[src/rtl/cpu_pkg.sv]
// ---------------------------------------------------------------------------
// cpu_pkg
// Shared definitions for the 5-stage pipeline: opcode encodings, the
// multiplier FSM state type and a helper that forms one shifted partial
// product of the iterative multiplier.
// No ports (package).
// ---------------------------------------------------------------------------
package cpu_pkg;

  localparam logic [6:0] OP_ADD  = 7'h00;
  localparam logic [6:0] OP_SUB  = 7'h01;
  localparam logic [6:0] OP_MUL  = 7'h02;
  localparam logic [6:0] OP_LDB  = 7'h10;
  localparam logic [6:0] OP_LDW  = 7'h11;
  localparam logic [6:0] OP_STB  = 7'h12;
  localparam logic [6:0] OP_STW  = 7'h13;
  localparam logic [6:0] OP_MOV  = 7'h14;
  localparam logic [6:0] OP_BEQ  = 7'h30;
  localparam logic [6:0] OP_JUMP = 7'h31;

  typedef enum logic [1:0] {
    MUL_IDLE = 2'd0,
    MUL_BUSY = 2'd1,
    MUL_DONE = 2'd2
  } mulState_t;

  // Partial product for byte 'idx' of operand B, already shifted into place.
  // Only the low 32 bits are kept, which is all the MUL result needs.
  function automatic logic [31:0] mulPartial(input logic [31:0] a,
                                             input logic [31:0] b,
                                             input logic [1:0]  idx);
    logic [4:0]  shiftAmt;
    logic [31:0] chunk;
    logic [31:0] prod;
    shiftAmt = {idx, 3'b000};
    chunk    = (b >> shiftAmt) & 32'h0000_00FF;
    prod     = a * chunk;
    return prod << shiftAmt;
  endfunction

endpackage

[src/rtl/execute_stage_if.sv]
// ---------------------------------------------------------------------------
// execute_stage_if
// Bundles the decode-to-execute inputs (x_*), the execute-to-memory outputs
// (m_*) and the combinational stall / redirect signals of the execute stage.
// Modports:
//   slave  - the execute stage: consumes x_*, drives stall, branch_*, m_*
//   master - the surrounding pipeline: drives x_*, observes the rest
// ---------------------------------------------------------------------------
interface execute_stage_if;

  logic [6:0]  x_opcode;
  logic [5:0]  x_dst_reg;
  logic [31:0] x_pc;
  logic [14:0] x_mem_offset;
  logic [14:0] x_brn_offset;
  logic [19:0] x_jmp_offset;
  logic [31:0] x_read_data_1;
  logic [31:0] x_read_data_2;
  logic        x_mem_read;
  logic        x_mem_write;
  logic        x_mem_byte;
  logic        x_reg_write;
  logic        x_mem_to_reg;

  logic        stall;
  logic        branch_taken;
  logic [31:0] branch_target;

  logic [31:0] m_alu_result;
  logic [31:0] m_store_data;
  logic [5:0]  m_dst_reg;
  logic        m_mem_read;
  logic        m_mem_write;
  logic        m_mem_byte;
  logic        m_reg_write;
  logic        m_mem_to_reg;

  modport slave (
    input  x_opcode, x_dst_reg, x_pc, x_mem_offset, x_brn_offset, x_jmp_offset,
           x_read_data_1, x_read_data_2,
           x_mem_read, x_mem_write, x_mem_byte, x_reg_write, x_mem_to_reg,
    output stall, branch_taken, branch_target,
           m_alu_result, m_store_data, m_dst_reg,
           m_mem_read, m_mem_write, m_mem_byte, m_reg_write, m_mem_to_reg
  );

  modport master (
    output x_opcode, x_dst_reg, x_pc, x_mem_offset, x_brn_offset, x_jmp_offset,
           x_read_data_1, x_read_data_2,
           x_mem_read, x_mem_write, x_mem_byte, x_reg_write, x_mem_to_reg,
    input  stall, branch_taken, branch_target,
           m_alu_result, m_store_data, m_dst_reg,
           m_mem_read, m_mem_write, m_mem_byte, m_reg_write, m_mem_to_reg
  );

endinterface

[src/rtl/execute_stage_mul_iter.sv]
// ---------------------------------------------------------------------------
// mul_iter
// Iterative 32x32 -> low-32 multiplier consuming one byte of operand B per
// cycle. Starts from IDLE when i_start is seen, spends three cycles in BUSY,
// then presents the product for one DONE cycle before returning to IDLE.
// Ports:
//   clock, reset  - pipeline clock, async active-high reset
//   i_start       - a MUL is sitting in execute
//   i_opA, i_opB  - operands, held stable by upstream while stalled
//   o_busy        - FSM in BUSY
//   o_done        - FSM in DONE, o_acc holds the finished product
//   o_acc         - accumulator
// ---------------------------------------------------------------------------
module mul_iter
  import cpu_pkg::*;
#(
  parameter int MUL_ITERS = 4
) (
  input  logic        clock,
  input  logic        reset,
  input  logic        i_start,
  input  logic [31:0] i_opA,
  input  logic [31:0] i_opB,
  output logic        o_busy,
  output logic        o_done,
  output logic [31:0] o_acc
);

  localparam logic [1:0] LAST_CNT = 2'(MUL_ITERS - 1);

  mulState_t   r_state;
  mulState_t   w_nextState;
  logic [1:0]  r_cnt;
  logic [1:0]  w_nextCnt;
  logic [31:0] r_acc;
  logic [31:0] w_nextAcc;

  // State, counter and accumulator registers; reset aborts any product in
  // flight so nothing partial can ever reach the result path.
  always_ff @(posedge clock or posedge reset) begin
    if (reset) begin
      r_state <= MUL_IDLE;
      r_cnt   <= 2'd0;
      r_acc   <= 32'd0;
    end else begin
      r_state <= w_nextState;
      r_cnt   <= w_nextCnt;
      r_acc   <= w_nextAcc;
    end
  end

  // The first byte is folded in on the IDLE->BUSY transition, so the
  // remaining three bytes need exactly three BUSY cycles. The counter wraps
  // back to zero on the last accumulate, ready for the next MUL.
  always_comb begin
    w_nextState = r_state;
    w_nextCnt   = r_cnt;
    w_nextAcc   = r_acc;
    case (r_state)
      MUL_IDLE: begin
        if (i_start) begin
          w_nextAcc   = mulPartial(i_opA, i_opB, 2'd0);
          w_nextCnt   = 2'd1;
          w_nextState = MUL_BUSY;
        end
      end
      MUL_BUSY: begin
        w_nextAcc = r_acc + mulPartial(i_opA, i_opB, r_cnt);
        w_nextCnt = r_cnt + 2'd1;
        if (r_cnt == LAST_CNT) begin
          w_nextState = MUL_DONE;
        end
      end
      MUL_DONE: begin
        w_nextState = MUL_IDLE;
      end
      default: begin
        w_nextState = MUL_IDLE;
      end
    endcase
  end

  assign o_busy = (r_state == MUL_BUSY);
  assign o_done = (r_state == MUL_DONE);
  assign o_acc  = r_acc;

endmodule

[src/rtl/execute_stage.sv]
// ---------------------------------------------------------------------------
// execute_stage
// Execute stage of the 5-stage pipeline. Computes ALU results, memory
// addresses and branch/jump decisions from the decode-to-execute bundle and
// registers them into the execute-to-memory bundle. MUL uses the iterative
// multiplier and holds the upstream stages while it runs.
// Ports:
//   clock, reset - pipeline clock, async active-high reset
//   bus          - execute_stage_if.slave: x_* in; stall, branch_taken,
//                  branch_target (combinational) and registered m_* out
// ---------------------------------------------------------------------------
module execute_stage
  import cpu_pkg::*;
#(
  parameter int MUL_ITERS = 4
) (
  input  logic            clock,
  input  logic            reset,
  execute_stage_if.slave  bus
);

  logic        w_isMul;
  logic        w_mulBusy;
  logic        w_mulDone;
  logic [31:0] w_mulAcc;
  logic        w_stall;
  logic [31:0] w_memAddr;
  logic [31:0] w_brnTarget;
  logic [31:0] w_jmpTarget;
  logic        w_taken;
  logic [31:0] w_result;

  logic [31:0] r_mAluResult;
  logic [31:0] r_mStoreData;
  logic [5:0]  r_mDstReg;
  logic        r_mMemRead;
  logic        r_mMemWrite;
  logic        r_mMemByte;
  logic        r_mRegWrite;
  logic        r_mMemToReg;

  assign w_isMul = (bus.x_opcode == OP_MUL);

  mul_iter #(
    .MUL_ITERS (MUL_ITERS)
  ) u_mulIter (
    .clock   (clock),
    .reset   (reset),
    .i_start (w_isMul),
    .i_opA   (bus.x_read_data_1),
    .i_opB   (bus.x_read_data_2),
    .o_busy  (w_mulBusy),
    .o_done  (w_mulDone),
    .o_acc   (w_mulAcc)
  );

  // A MUL holds the pipeline from the cycle it arrives until the multiplier
  // reaches DONE, which is the single cycle its product is captured.
  assign w_stall = w_isMul && (w_mulBusy || !w_mulDone);

  // Address and redirect arithmetic; branch/jump offsets count words.
  always_comb begin
    w_memAddr   = bus.x_read_data_1 + {{17{bus.x_mem_offset[14]}}, bus.x_mem_offset};
    w_brnTarget = bus.x_pc + ({{17{bus.x_brn_offset[14]}}, bus.x_brn_offset} << 2);
    w_jmpTarget = bus.x_pc + ({{12{bus.x_jmp_offset[19]}}, bus.x_jmp_offset} << 2);
  end

  // Redirect decision; the target is forced to zero when nothing is taken
  // so fetch never sees a stale address.
  always_comb begin
    w_taken            = 1'b0;
    bus.branch_target  = 32'd0;
    if (bus.x_opcode == OP_JUMP) begin
      w_taken           = 1'b1;
      bus.branch_target = w_jmpTarget;
    end else if ((bus.x_opcode == OP_BEQ) && (bus.x_read_data_1 == bus.x_read_data_2)) begin
      w_taken           = 1'b1;
      bus.branch_target = w_brnTarget;
    end
  end

  // Result select. Branches, jumps and unknown opcodes produce zero; their
  // control flags still travel through unchanged.
  always_comb begin
    w_result = 32'd0;
    case (bus.x_opcode)
      OP_ADD:                         w_result = bus.x_read_data_1 + bus.x_read_data_2;
      OP_SUB:                         w_result = bus.x_read_data_1 - bus.x_read_data_2;
      OP_MUL:                         w_result = w_mulAcc;
      OP_LDB, OP_LDW, OP_STB, OP_STW: w_result = w_memAddr;
      OP_MOV:                         w_result = bus.x_read_data_2;
      default:                        w_result = 32'd0;
    endcase
  end

  // Execute-to-memory register. While stalled it loads a bubble so the
  // memory stage never acts on a MUL that has not finished.
  always_ff @(posedge clock or posedge reset) begin
    if (reset) begin
      r_mAluResult <= 32'd0;
      r_mStoreData <= 32'd0;
      r_mDstReg    <= 6'd0;
      r_mMemRead   <= 1'b0;
      r_mMemWrite  <= 1'b0;
      r_mMemByte   <= 1'b0;
      r_mRegWrite  <= 1'b0;
      r_mMemToReg  <= 1'b0;
    end else if (w_stall) begin
      r_mAluResult <= 32'd0;
      r_mStoreData <= 32'd0;
      r_mDstReg    <= 6'd0;
      r_mMemRead   <= 1'b0;
      r_mMemWrite  <= 1'b0;
      r_mMemByte   <= 1'b0;
      r_mRegWrite  <= 1'b0;
      r_mMemToReg  <= 1'b0;
    end else begin
      r_mAluResult <= w_result;
      r_mStoreData <= bus.x_read_data_2;
      r_mDstReg    <= bus.x_dst_reg;
      r_mMemRead   <= bus.x_mem_read;
      r_mMemWrite  <= bus.x_mem_write;
      r_mMemByte   <= bus.x_mem_byte;
      r_mRegWrite  <= bus.x_reg_write;
      r_mMemToReg  <= bus.x_mem_to_reg;
    end
  end

  assign bus.stall        = w_stall;
  assign bus.branch_taken = w_taken;
  assign bus.m_alu_result = r_mAluResult;
  assign bus.m_store_data = r_mStoreData;
  assign bus.m_dst_reg    = r_mDstReg;
  assign bus.m_mem_read   = r_mMemRead;
  assign bus.m_mem_write  = r_mMemWrite;
  assign bus.m_mem_byte   = r_mMemByte;
  assign bus.m_reg_write  = r_mRegWrite;
  assign bus.m_mem_to_reg = r_mMemToReg;

endmodule

[src/flat_wrapper.sv]
// flat-port wrapper written by rule: the top's interface ports become plain ports
module execute_stage_flat import cpu_pkg::*;
#(
  parameter int MUL_ITERS = 4
)
  (clock, reset, bus_x_opcode, bus_x_dst_reg, bus_x_pc, bus_x_mem_offset, bus_x_brn_offset, bus_x_jmp_offset, bus_x_read_data_1, bus_x_read_data_2, bus_x_mem_read, bus_x_mem_write, bus_x_mem_byte, bus_x_reg_write, bus_x_mem_to_reg, bus_stall, bus_branch_taken, bus_branch_target, bus_m_alu_result, bus_m_store_data, bus_m_dst_reg, bus_m_mem_read, bus_m_mem_write, bus_m_mem_byte, bus_m_reg_write, bus_m_mem_to_reg);
  execute_stage_if bus_i ();
  input  logic clock;
  input  logic reset;
  input wire logic [$bits(bus_i.x_opcode)-1:0] bus_x_opcode;
  input wire logic [$bits(bus_i.x_dst_reg)-1:0] bus_x_dst_reg;
  input wire logic [$bits(bus_i.x_pc)-1:0] bus_x_pc;
  input wire logic [$bits(bus_i.x_mem_offset)-1:0] bus_x_mem_offset;
  input wire logic [$bits(bus_i.x_brn_offset)-1:0] bus_x_brn_offset;
  input wire logic [$bits(bus_i.x_jmp_offset)-1:0] bus_x_jmp_offset;
  input wire logic [$bits(bus_i.x_read_data_1)-1:0] bus_x_read_data_1;
  input wire logic [$bits(bus_i.x_read_data_2)-1:0] bus_x_read_data_2;
  input wire logic [$bits(bus_i.x_mem_read)-1:0] bus_x_mem_read;
  input wire logic [$bits(bus_i.x_mem_write)-1:0] bus_x_mem_write;
  input wire logic [$bits(bus_i.x_mem_byte)-1:0] bus_x_mem_byte;
  input wire logic [$bits(bus_i.x_reg_write)-1:0] bus_x_reg_write;
  input wire logic [$bits(bus_i.x_mem_to_reg)-1:0] bus_x_mem_to_reg;
  output wire logic [$bits(bus_i.stall)-1:0] bus_stall;
  output wire logic [$bits(bus_i.branch_taken)-1:0] bus_branch_taken;
  output wire logic [$bits(bus_i.branch_target)-1:0] bus_branch_target;
  output wire logic [$bits(bus_i.m_alu_result)-1:0] bus_m_alu_result;
  output wire logic [$bits(bus_i.m_store_data)-1:0] bus_m_store_data;
  output wire logic [$bits(bus_i.m_dst_reg)-1:0] bus_m_dst_reg;
  output wire logic [$bits(bus_i.m_mem_read)-1:0] bus_m_mem_read;
  output wire logic [$bits(bus_i.m_mem_write)-1:0] bus_m_mem_write;
  output wire logic [$bits(bus_i.m_mem_byte)-1:0] bus_m_mem_byte;
  output wire logic [$bits(bus_i.m_reg_write)-1:0] bus_m_reg_write;
  output wire logic [$bits(bus_i.m_mem_to_reg)-1:0] bus_m_mem_to_reg;
  assign bus_i.x_opcode = bus_x_opcode;
  assign bus_i.x_dst_reg = bus_x_dst_reg;
  assign bus_i.x_pc = bus_x_pc;
  assign bus_i.x_mem_offset = bus_x_mem_offset;
  assign bus_i.x_brn_offset = bus_x_brn_offset;
  assign bus_i.x_jmp_offset = bus_x_jmp_offset;
  assign bus_i.x_read_data_1 = bus_x_read_data_1;
  assign bus_i.x_read_data_2 = bus_x_read_data_2;
  assign bus_i.x_mem_read = bus_x_mem_read;
  assign bus_i.x_mem_write = bus_x_mem_write;
  assign bus_i.x_mem_byte = bus_x_mem_byte;
  assign bus_i.x_reg_write = bus_x_reg_write;
  assign bus_i.x_mem_to_reg = bus_x_mem_to_reg;
  assign bus_stall = bus_i.stall;
  assign bus_branch_taken = bus_i.branch_taken;
  assign bus_branch_target = bus_i.branch_target;
  assign bus_m_alu_result = bus_i.m_alu_result;
  assign bus_m_store_data = bus_i.m_store_data;
  assign bus_m_dst_reg = bus_i.m_dst_reg;
  assign bus_m_mem_read = bus_i.m_mem_read;
  assign bus_m_mem_write = bus_i.m_mem_write;
  assign bus_m_mem_byte = bus_i.m_mem_byte;
  assign bus_m_reg_write = bus_i.m_reg_write;
  assign bus_m_mem_to_reg = bus_i.m_mem_to_reg;
  execute_stage #(.MUL_ITERS(MUL_ITERS)) u_core (.clock(clock), .reset(reset), .bus(bus_i));
endmodule
[config.mk]
export PLATFORM = sky130hd
export DESIGN_NAME = execute_stage_flat
export DESIGN_NICKNAME = d
export VERILOG_FILES = /design/src/rtl/cpu_pkg.sv /design/src/rtl/execute_stage_if.sv /design/src/rtl/execute_stage_mul_iter.sv /design/src/rtl/execute_stage.sv /design/src/flat_wrapper.sv
export SDC_FILE = /design/constraint.sdc
export NUM_CORES = 2
export LEC_CHECK = 0
export BUFFER_PORTS_ARGS = -buffer_cell sky130_fd_sc_hd__buf_2
export CAP_MARGIN = 30
export CORE_ASPECT_RATIO = 0.75
export CORE_MARGIN = 2
export CORE_UTILIZATION = 35
export CTS_CLUSTER_DIAMETER = 30
export CTS_CLUSTER_SIZE = 8
export DETAILED_ROUTE_END_ITERATION = 6
export GPL_TIMING_DRIVEN = 0
export SLEW_MARGIN = 5
export SYNTH_ARGS = -nofsm -noshare
export SYNTH_HDL_FRONTEND = slang
export SYNTH_SLANG_ARGS = --single-unit
[constraint.sdc]
create_clock -name clock -period 8.7 [get_ports clock]
set_clock_uncertainty 0.1 [all_clocks]
set_input_delay 0 -clock clock [delete_from_list [all_inputs] [get_ports clock]]
set_output_delay 0 -clock clock [all_outputs]
set_load 0.02 [all_outputs]
# After elaboration in Yosys (flattened, before gate mapping)
# Index checks and enable logic that the tools add are counted.
[classes] n_addsub=7 multipliers=2 n_eq_ne=15 shift=2 muxes=19 n_reduce_logical=10
[ops] operator="adder 32 bit" n=5
[ops] operator="two-way mux 32 bit" n=5
[ops] operator="case mux 32 bit (5 select lines)" n=1
[ops] operator="multiplier 32 x 8 -> 32 bit" n=2
[ops] operator="case mux 32 bit (2 select lines)" n=1
[ops] operator="== test 7 x 5 -> 1 bit, second input constant" n=5
[ops] operator="== test 32 bit" n=1
[ops] operator="<< shifter 32 x 5 -> 32 bit" n=1
[ops] operator=">> shifter 32 x 5 -> 8 bit" n=1
[ops] operator="subtractor 32 bit" n=1
[ops] operator="== test 7 x 6 -> 1 bit, second input constant" n=2
[ops] operator="case mux 2 bit (2 select lines)" n=2
[ops] operator="== test 7 x 1 -> 1 bit, second input constant" n=1
[ops] operator="== test 7 x 2 -> 1 bit, second input constant" n=1
[ops] operator="logical NOT 7 bit" n=1
[ops] operator="two-way mux 1 bit" n=7
[ops] operator="two-way mux 6 bit" n=1
[ops] operator="== test 2 bit, second input constant" n=2
[ops] operator="two-way mux 2 bit" n=2
[ops] operator="AND reduction 2 bit" n=2
[ops] operator="OR reduction 4 bit" n=1
[ops] operator="adder 2 x 1 -> 2 bit, second input constant" n=1
[ops] operator="== test 2 x 1 -> 1 bit, second input constant" n=1
[ops] operator="logical AND 1 bit" n=2
[ops] operator="6 further kinds" n=6
[totals] register_bits=111 in_bits=166 wordCells=66

# Logic depth before layout (Yosys ltp)
[depth] word_depth=5 depth_mapped=36

# Hierarchy
# A second synthesis with hierarchy kept.
[hier_totals] hier_cells=3211 hier_area_um2=26600.5
[by_module_without_submodules] mod="mul_iter" instances=1 cells_per_inst=1992 area_each_um2=16843.7 seq_area_each_um2=900.9
[by_module_without_submodules] mod="execute_stage" instances=1 cells_per_inst=1219 area_each_um2=9756.9 seq_area_each_um2=1876.8

# Worst setup path after synthesis
# OpenSTA, ideal clock, no wires.
[synth_path] path_type="register -> register" startpoint="register u_core.u_mulIter.r_cnt[0]" endpoint="register u_core.u_mulIter.r_acc[31] (netlist: u_core.u_mulIter.o_acc[31])" arrival_time_ns=7.595 t_required_ns=8.464 path_slack_ns=0.869 path_stages_with_launch=32 synth_period_minus_slack_ns=7.831 path_cell_list="dfrtp_1 buf_6 mux4_1 clkbuf_1 clkbuf_1 and2_1 fa_1 fa_1 fa_1 inv_1 fa_1 inv_1 ha_1 or4_1 a211oi_1 o31ai_1 a21o_1 a21oi_1 xnor2_1 a21oi_1 o22ai_1 ha_1 clkbuf_1 nand3_1 o41ai_2 nand2_1 o21a_1 o31ai_2 o31ai_1 o21ai_0 xnor2_1 o221ai_2"
[synth_via] elab_chain_len=5
[synth_lines] element="from (decl)" line="execute_stage_mul_iter.sv:33" rtl="logic [1:0] r_cnt;"
[synth_lines] element="from (signal assigned)" line="execute_stage_mul_iter.sv:47" rtl="r_cnt <= w_nextCnt;"
[synth_lines] element=">> shifter 32 x 5 -> 8 bit" line="cpu_pkg.sv:36" rtl="chunk = (b >> shiftAmt) & 32'h0000_00FF;"
[synth_lines] element="multiplier 32 x 8 -> 32 bit" line="cpu_pkg.sv:37" rtl="prod = a * chunk;"
[synth_lines] element="<< shifter 32 x 5 -> 32 bit (*)" line="cpu_pkg.sv:38" rtl="return prod << shiftAmt;"
[synth_lines] element="adder 32 bit (*)" line="execute_stage_mul_iter.sv:68" rtl="w_nextAcc = r_acc + mulPartial(i_opA, i_opB, r_cnt);"
[synth_lines] element="case mux 32 bit (2 select lines) (*)" line="execute_stage_mul_iter.sv:59" rtl="case (r_state)"
[synth_lines] element="to (signal assigned)" line="execute_stage_mul_iter.sv:48" rtl="r_acc <= w_nextAcc;"
[synth_lines] element="to (decl)" line="execute_stage_mul_iter.sv:35" rtl="logic [31:0] r_acc;"
# Mark *: on every way between the ends. The rest lies on a longest branch, timed or not.
# A chain may end at the register's enable or synchronous reset.

# Worst setup path in the final report
# Same ends and word-level chain as after synthesis.

==> flow_metrics.env <==
export IMPL_synth_top_cell_area_share_pct=24.5
export IMPL_synth_main_ff_cell="dfrtp_1"
export IMPL_finalCriticalPeriod_ps=8560
export IMPL_port_buffer_count=273
export IMPL_synth_area_per_cell_um2=8.36
export IMPL_place_congestion=0.975
export IMPL_fmax_ghz=0.117
export IMPL_synth_area_mm2=0.0259
export IMPL_cp_end_kind="register"
export IMPL_grt_max_degree=82
export IMPL_drtIter0Drc=2328
export IMPL_io_pins=275
export IMPL_clockRootBuffer="clkbuf_16"
export IMPL_synth_edff_count=0
export IMPL_routedWlPerCell_um=22.6
export IMPL_totalWireLength_mm=99.7
export IMPL_synth_common_cells="inv_1 (347), nand2_1 (318), fa_1 (317)"
export IMPL_final_setup_viol_count=0
export IMPL_vias_per_cell=5.58
export IMPL_ys_top_cells_by_area="fa_1 (24%), ha_1 (12%), dfrtp_1 (11%)"
export IMPL_status="finished, final reports clean"
export IMPL_core_area_mm2=0.0734
export IMPL_via_count=24600
export IMPL_area_growth_pct=14.4
export IMPL_synth_seq_area_share_pct=10.7
export IMPL_setup_ws_ps=136
export IMPL_clk_latency_ps=390
export IMPL_drv_slew=0
export IMPL_synthCells=3102
export IMPL_hold_class="primary input to register"
export IMPL_critical_path_class="register to register"
export IMPL_finalInstanceArea_mm2=0.0297
export IMPL_cts_sinks=111
export IMPL_critPathLaunchType="register"
export IMPL_drc=0
export IMPL_overflow=0
export IMPL_drtAntennaViolNets=0
export IMPL_netlist_cell_type_count=84
export IMPL_syn_num_nets=3828
export IMPL_synth_most_common_cell="inv_1"
export IMPL_track_usage_pct=25.7
export IMPL_ys_seq_elements=111
export IMPL_crit_required_ps=8840
export IMPL_rows=86
export IMPL_die_w_um=318
export IMPL_htree_levels=3
export IMPL_cp_max_fo=10
export IMPL_synth_warnings=0
export IMPL_critical_path_slowest_cell="mux4_2"
export IMPL_slowest_delay_ps=670
export IMPL_drive_above_1_share_pct=11.9
export IMPL_max_slew_margin_pct=36.4
export IMPL_crit_top_cell="fa_1"
export IMPL_tightest_slew_ps=943
export IMPL_dr_pass1_iters=6
export IMPL_period_share_pct=98.4
export IMPL_cts_buffer_depth=2
export IMPL_grt_pass1_vias=23900
export IMPL_cts_buffers=9
export IMPL_path_clk_slew_ps=90
export IMPL_detailedPlace_worstSlack_ps=-1040
export IMPL_postPlaceCellArea_mm2=0.0286
export IMPL_hold_viol=0
export IMPL_rsz0062_at_grt="yes"
export IMPL_async_reset_ff_share_pct=100
export IMPL_hold_ws_ps=22.9
export IMPL_synth_largest_area_cell="fa_1"
export IMPL_cts_tree="done"
export IMPL_die_area_mm2=0.0763
export IMPL_start_util_pct=35.3
export IMPL_die_h_um=240
export IMPL_drv_cap=0
export IMPL_grt_pass1_wl_mm=149
export IMPL_antenna_found_initial=9
export IMPL_layout_nets=4167
export IMPL_dpl_hpwl_mm=81.2
export IMPL_arrival_ps=8700
==> timing repair <==
item,in CTS,in global routing
pin swaps,1,17
endpoints found under the setup margin,13,9
endpoints found under the hold margin,151,0
gates resized for setup,28,46
hold buffers,37,0
buffers inserted,5,11
gates cloned,0,1
==> placed cells by master, fill, tap and decap left out, drive strengths merged, types with 18 or more instances in the layout <==
master       count
a211oi          37
a21o            98
a21oi          213
a222oi          23
a31oi           24
and2           246
and3            21
buf            306
clkbuf         136
dfrtp          111
dlygate4sd3     37
fa             317
ha             243
inv            351
nand2          319
nand2b          32
nand3           34
nand4           18
nor2           177
nor2b           44
nor3            36
o21a            29
o21ai          118
o21bai          27
o22ai           49
xnor2          123
xor2            81
==> per-stage QoR <==
step | utilization [%] | setup TNS, ps | instances
3_5_place_dp | 38.9 | -7740 | 4347
3_3_place_gp | 38.8 | -6610 | 4343
4_1_cts | 40.0 | 0 | 4403
6_report | 40.4 | 0 | 4418
5_1_grt | 40.4 | -348 | 4416
2_1_floorplan | - | 0 | 3102
==> worst paths after layout <==
path | cells past startpoint | slack [ps] | from | endpoint
setup reg to reg | 33 | 140 | u_core.u_mulIter.r_cnt[0] | u_core.u_mulIter.o_acc[31]
min in group asynchronous | 3 | 40 | reset | u_core.bus.m_store_data[8]
hold / removal | 4 | 20 | bus_x_read_data_2[0] | u_core.u_mulIter.o_acc[0]
setup / recovery | 33 | 140 | u_core.u_mulIter.r_cnt[0] | u_core.u_mulIter.o_acc[31]
hold reg to reg | 1 | 380 | u_core.u_mulIter.r_state[1] | u_core.u_mulIter.r_state[0]
max in group asynchronous | 4 | 7730 | reset | u_core.u_mulIter.o_acc[28]
==> layout make-up <==
cell class / instances / area (µm²)
Multi-Input combinational cell: 2501 / 21500
Fill cell: 7573 / 43700
Inverter: 351 / 1320
Timing Repair Buffer: 331 / 1940
Clock inverter: 4 / 33.8
Antenna cell: 4 / 10.0
Sequential cell: 111 / 2780
Tap cell: 968 / 1210
Clock buffer: 12 / 256
Buffer: 136 / 558
==> per-layer routing <==
layer	track usage [%]	share of wire [%]	up-vias
li1	-	-	11100
met1	38.7	46	12200
met2	37.5	41	1170
met3	4.73	10	128
met4	5.95	2.3	0
met5	0	0	-
==> critical path, delay by kind of cell (launching register included) <==
kind	cells	cell delay, ps
AO/OA/AOI/OAI	16	2760
XOR/XNOR	2	570
adder cells (fa/ha/maj)	6	2650
buffers and inverters	4	580
flip-flops	1	450
multiplexers	1	670
AND/OR/NAND/NOR	4	580
==> cell families after synthesis <==
| family | after synthesis | share of synthesized area [%] |
|---|---|---|
| fa+ha+maj | 560 | 36.2 |
| buf+inv | 490 | 7.14 |
| simple gates | 978 | 18.7 |
| mux | 33 | 1.89 |
| xor+xnor | 205 | 7.01 |
| compound gates | 725 | 18.4 |
| flops | 111 | 10.7 |
Power is not shown: default switching activity piles up to over one toggle a cycle in this logic, so the estimate is an artifact.
